==> src/rtl/pipe_elastic_buffer.sv <==
// -----------------------------------------------------------------------------
// pipe_elastic_buffer
//
// DEPTH-entry elastic FIFO stage placed between two pipeline stages. It keeps
// the valid/allow interlock of a single-entry stage register, adds decoupling
// slack, and gives precise exceptions: when an entry whose sideband bit 0
// (is_exc) is set leaves the buffer, every younger entry is discarded and
// squash pulses for one cycle.
//
// Parameters
//   WIDTH        payload width
//   CSR_WIDTH    sideband width, bit 0 = is_exc
//   DEPTH        number of entries (>= 1, any value)
//   RESET_VALUE  payload loaded into all entries and the hold register on
//                reset or flush
//   HOLD_LAST    1: data_out shows the last issued payload while empty,
//                0: data_out shows nop_data while empty
//
// Ports
//   aclk        clock
//   areset      synchronous active-high reset
//   valid_in    upstream entry valid
//   data_in     upstream payload
//   csr_in      upstream sideband
//   allow_out   buffer can accept this cycle
//   ready_go    head may leave this cycle (0 = stall)
//   allow_in    downstream accepts
//   flush       discard all entries
//   nop_data    payload driven while empty (HOLD_LAST = 0)
//   valid_out   head valid and ready_go
//   data_out    head payload
//   csr_out     head sideband, 0 when empty
//   count       occupancy
//   squash      one-cycle pulse after an exception pop discarded the buffer
//
// Build option
//   PIPE_ELASTIC_BYPASS_EN  when defined, an entry arriving at an empty buffer
//   with ready_go and allow_in high passes straight through in the same cycle
//   and is not stored.
// -----------------------------------------------------------------------------
module pipe_elastic_buffer #(
  parameter int               WIDTH       = 64,
  parameter int               CSR_WIDTH   = 32,
  parameter int               DEPTH       = 2,
  parameter logic [WIDTH-1:0] RESET_VALUE = '0,
  parameter bit               HOLD_LAST   = 1'b0
) (
  input  logic                         aclk,
  input  logic                         areset,
  input  logic                         valid_in,
  input  logic [WIDTH-1:0]             data_in,
  input  logic [CSR_WIDTH-1:0]         csr_in,
  output logic                         allow_out,
  input  logic                         ready_go,
  input  logic                         allow_in,
  input  logic                         flush,
  input  logic [WIDTH-1:0]             nop_data,
  output logic                         valid_out,
  output logic [WIDTH-1:0]             data_out,
  output logic [CSR_WIDTH-1:0]         csr_out,
  output logic [$clog2(DEPTH+1)-1:0]   count,
  output logic                         squash
);

  localparam int PW = (DEPTH > 1) ? $clog2(DEPTH) : 1;
  localparam int CW = $clog2(DEPTH + 1);

  localparam logic [PW-1:0] PTR_LAST = PW'(DEPTH - 1);
  localparam logic [CW-1:0] CNT_FULL = CW'(DEPTH);

  // storage
  logic [WIDTH-1:0]     data_q [DEPTH];
  logic [CSR_WIDTH-1:0] csr_q  [DEPTH];

  // control state
  logic [PW-1:0]    rd_ptr_q, rd_ptr_d;
  logic [PW-1:0]    wr_ptr_q, wr_ptr_d;
  logic [CW-1:0]    count_q,  count_d;
  logic [WIDTH-1:0] hold_q,   hold_d;
  logic             squash_q, squash_d;

  logic             head_valid;
  logic             head_exc;
  logic             bypass;
  logic             pop;
  logic             push;
  logic             store;
  logic             mem_we;

  // Explicit wrap so non-power-of-two depths never index past the array.
  function automatic logic [PW-1:0] ptr_inc(input logic [PW-1:0] p);
    return (p == PTR_LAST) ? '0 : p + PW'(1);
  endfunction

  assign head_valid = (count_q != '0);
  assign head_exc   = head_valid && csr_q[rd_ptr_q][0];

`ifdef PIPE_ELASTIC_BYPASS_EN
  assign bypass = !head_valid && valid_in && ready_go && allow_in;
`else
  assign bypass = 1'b0;
`endif

  // pop only ever refers to a stored head; a bypassed entry is never stored.
  assign pop       = head_valid && ready_go && allow_in;
  assign allow_out = (count_q < CNT_FULL) || pop;
  assign push      = valid_in && allow_out;
  assign store     = push && !bypass;
  assign valid_out = (head_valid && ready_go) || bypass;

  always_comb begin
    data_out = nop_data;
    csr_out  = '0;
    if (head_valid) begin
      data_out = data_q[rd_ptr_q];
      csr_out  = csr_q[rd_ptr_q];
    end else if (bypass) begin
      data_out = data_in;
      csr_out  = csr_in;
    end else if (HOLD_LAST) begin
      data_out = hold_q;
    end
  end

  assign count  = count_q;
  assign squash = squash_q;

  always_comb begin
    rd_ptr_d = rd_ptr_q;
    wr_ptr_d = wr_ptr_q;
    count_d  = count_q;
    hold_d   = hold_q;
    squash_d = 1'b0;
    mem_we   = 1'b0;

    if (areset || flush) begin
      rd_ptr_d = '0;
      wr_ptr_d = '0;
      count_d  = '0;
      hold_d   = RESET_VALUE;
    end else if (pop && head_exc) begin
      // The excepting head is delivered this cycle; everything behind it,
      // including a simultaneous push, is dropped. Realign rd to wr so the
      // empty buffer restarts from a consistent place.
      rd_ptr_d = wr_ptr_q;
      count_d  = '0;
      hold_d   = data_q[rd_ptr_q];
      squash_d = 1'b1;
    end else begin
      if (pop) begin
        rd_ptr_d = ptr_inc(rd_ptr_q);
      end
      if (store) begin
        mem_we   = 1'b1;
        wr_ptr_d = ptr_inc(wr_ptr_q);
      end
      if (store && !pop) begin
        count_d = count_q + CW'(1);
      end else if (pop && !store) begin
        count_d = count_q - CW'(1);
      end
      // A bypassed entry is issued too, so it also becomes the held payload.
      if (pop || bypass) begin
        hold_d = data_out;
      end
    end
  end

  always_ff @(posedge aclk) begin
    rd_ptr_q <= rd_ptr_d;
    wr_ptr_q <= wr_ptr_d;
    count_q  <= count_d;
    hold_q   <= hold_d;
    squash_q <= squash_d;
    if (areset || flush) begin
      for (int i = 0; i < DEPTH; i++) begin
        data_q[i] <= RESET_VALUE;
        csr_q[i]  <= '0;
      end
    end else if (mem_we) begin
      data_q[wr_ptr_q] <= data_in;
      csr_q[wr_ptr_q]  <= csr_in;
    end
  end

endmodule

==> config.mk <==
export PLATFORM = sky130hd
export DESIGN_NAME = pipe_elastic_buffer
export DESIGN_NICKNAME = d
export VERILOG_FILES = /design/src/rtl/pipe_elastic_buffer.sv
export SDC_FILE = /design/constraint.sdc
export NUM_CORES = 1
export LEC_CHECK = 0
export CAP_MARGIN = 20
export CORE_AREA = 2 2 171 131
export CTS_CLUSTER_DIAMETER = 30
export DETAILED_ROUTE_END_ITERATION = 8
export DIE_AREA = 0 0 173 133
export GPL_ROUTABILITY_DRIVEN = 0
export PLACE_DENSITY_LB_ADDON = 0.2
export SYNTH_ARGS = -nofsm -noshare
export SYNTH_HDL_FRONTEND = slang
export SYNTH_SLANG_ARGS = --single-unit
==> constraint.sdc <==
create_clock -name aclk -period 14.65 [get_ports aclk]
set_input_delay 2.93 -clock aclk [delete_from_list [all_inputs] [get_ports aclk]]
set_output_delay 2.93 -clock aclk [all_outputs]
set_load 0.02 [all_outputs]
==> results.md <==
* Final-report hold violation count at 0
* Vias in the first global route at 5958
* Area growth from synthesis to layout at 37.3%
* Die height at 133 microns
* Num CTS Buffers at 17
* HPWL after detailed placement at 13700 microns
* Core ar. at 21500 sq um
* Port Buffers at 266
* Max Slew Vio Count at 0
* CP Launch Type: input pin
* Period utilization at 53.0%
* Crit end category: output pin
* Crit path required time at 11.72 ns
* CTS tree: built
* Largest net degree at the start of global routing at 97
* Unique masters post-synth at 30
* Pwr Total at 1.30 mW
* Wirelength per Cell at 16.4 microns
* Worst-margin pin slew at 1.06 ns
* Hold WC Path Type: flip-flop to flip-flop
* Final wirelength at 21000 microns
* Commonest cells in the netlist: and2_1 (193), edfxtp_1 (192), mux2i_1 (96), nand2_1 (65), o21ai_0 (65)
* Synthesized area at 9250 sq um
* Via Count at 6059
* Initial detailed-routing violation count at 443
* MaxCap Viol Count at 0
* DRC viols at 0
* WP data arrival at 4.84 ns
* Clk_skew at 0.00951 ns
* Total grt overflow at 0
* Sequential element share of the synthesized area at 63.6%
* Initial antenna violation count at 2
* Share of the synthesized area in the top cell type at 62.3%
* GR Util All Layers at 18.5%
* I/O pin cnt at 267
* FILL cells at 1783
* Drt pass-1 iters at 4
* Fmax at 129 MHz
* Initial Util at 43.0%
* Hold-fix buffers, CTS at 0
* Top_reg_cell synth: edfxtp_1
* Post-Route Setup TNS at 0 ns
* Seq cells post-synth at 198
* Run status: finished clean
* Synth Instances at 726
* Clock Latency Late Sink at 0.43 ns
* Ys async rst share at 0%
* Leak at 4.67 nW
* Vias per cell at 4.73
* Final Setup Violations at 0
* ANT nets after route at 0
* First-pass GRT wire length at 33000 microns
* Hold_sp: rd_ptr_q
* Slew Limit Headroom at 29.4%
* Worst IR Drop VDD at 0.0000559 V
* CP Max Fanout at 6
* Most common cell in the netlist: and2_1
* Clock Sinks at 198
* WS Path Type: input pin to output pin
* Share of cells above drive strength 1 at 4.77%
* Reg2reg end: csr_q[1][0]
* # nets final at 1141
* Internal reg-to-reg setup slack at 11.42 ns
* Setup Fix Bufs, Post-CTS at 0
* Post-CTS Resized at 0
* Number of flops mapped to enable cells by yosys at 192
* RSZ-0062 raised after global routing: no
* Worst-path clk slew at 0.07 ns
* Largest area contributor in the netlist: edfxtp_1
* Net count after synthesis at 893
* Syn avg cell area at 12.7 sq um
* Path depth of the worst reg2reg path at 4
* Die Width at 173 microns
* Deepest clock path buffer count at 2
* DIE AREA at 23000 sq um
* Clock Root Buffer: clkbuf_16
* Final worst path period need at 7.77 ns
* Cell area power density at 102 nW/um^2
* Top cells by area, synth: edfxtp_1 (62%), and2_1 (13%), mux2i_1 (10%)
* Crit path from: allow_in
* # rows at 47
* H-tree depth at 4
* Crit path to: allow_out
* Yosys warns at 0
[area by class of cell]
cell class	instances	area [sq um]	share of cell area [%]
Tap cell	294	368	2.90
Antenna cell	1	2.50	0.0197
Multi-Input combinational cell	477	3120	24.6
Timing Repair Buffer	277	2760	21.7
Clock inverter	14	125	0.985
Sequential cell	198	5890	46.4
Inverter	3	11.3	0.0887
Clock buffer	17	425	3.35
[report_power, final]
| part | internal, mW | switching [mW] |
|---|---|---|
| Combinational | 0.102 | 0.0991 |
| Sequential | 0.654 | 0.00932 |
| Clock | 0.222 | 0.214 |
[logic make-up (layout without fill, tap and decap cells)]
| group | after synthesis | in the layout | share of synthesized area [%] |
|---|---|---|---|
| simple gates | 302 | 302 | 17.7 |
| flops | 198 | 198 | 63.6 |
| mux | 97 | 97 | 10.6 |
| compound gates | 75 | 75 | 4.84 |
| buf+inv | 51 | 311 | 2.89 |
| xor+xnor | 2 | 2 | 0.189 |
| fa+ha+maj | 1 | 1 | 0.135 |
| other cells | 0 | 1 | 0 |
[metal layers]
metal	global-route usage, %	up-vias	part of all wire [%]
met5	0	-	0.062
met4	4.99	2	1.4
met3	5.52	17	6.9
met2	28.9	168	46
met1	25.2	2828	45
li1	-	3044	-
[worst min path at each step]
stage	depth (start not counted)	to
finish	2	rd_ptr_q
CTS	2	rd_ptr_q
global placement	2	flip-flop
global route	2	rd_ptr_q
floorplan	2	flip-flop
detailed placement	2	flip-flop
[stage by stage]
stage                     instance area, sq um  std cells  setup slack (ns)  util [%]  hold slack, ns
final                                    12700       1281              6.88      59.0           0.631
after global routing                     12700       1281              6.83      59.0           0.668
after CTS                                12700       1280              6.91      59.0           0.636
after detailed placement                 12100       1249              6.93      56.4           0.619
after global placement                   12100       1248              6.93      56.3           0.594
after floorplan                           9250        726             0.872         -           0.569
[state kept, by name, indices dropped and copies added (netlist names), named ones only]
register	count
data_q	128
csr_q	64
count	2
rd_ptr_q	1
squash	1
wr_ptr_q	1
[critical path: stages]
cell             delay, ns
clkdlybuf4s50_1       0.44
a21boi_1              0.74
inv_1                 0.12
clkdlybuf4s50_1       0.60
[cells in the final DEF (no fill, tap or decap), types with 2 or more instances in the layout]
cell type        synthesis  routed
dfxtp_1                  6       5
o21ai_0                 65      65
a2111oi_4                2       2
inv_1                    3       3
nand2_1                 65      65
nor4_1                   2       2
inv_8                    0       3
edfxtp_1               192     192
or3_1                    2       2
and2_1                 193     193
nor2_1                  36      35
mux2i_1                 96      96
clkinvlp_4               0       2
buf_4                    0      10
clkbuf_16                0      17
clkinv_4                 0       6
xor2_1                   2       2
clkdlybuf4s50_1          0     266
clkinv_1                 0       2
Power figures use the tool's default switching activity.
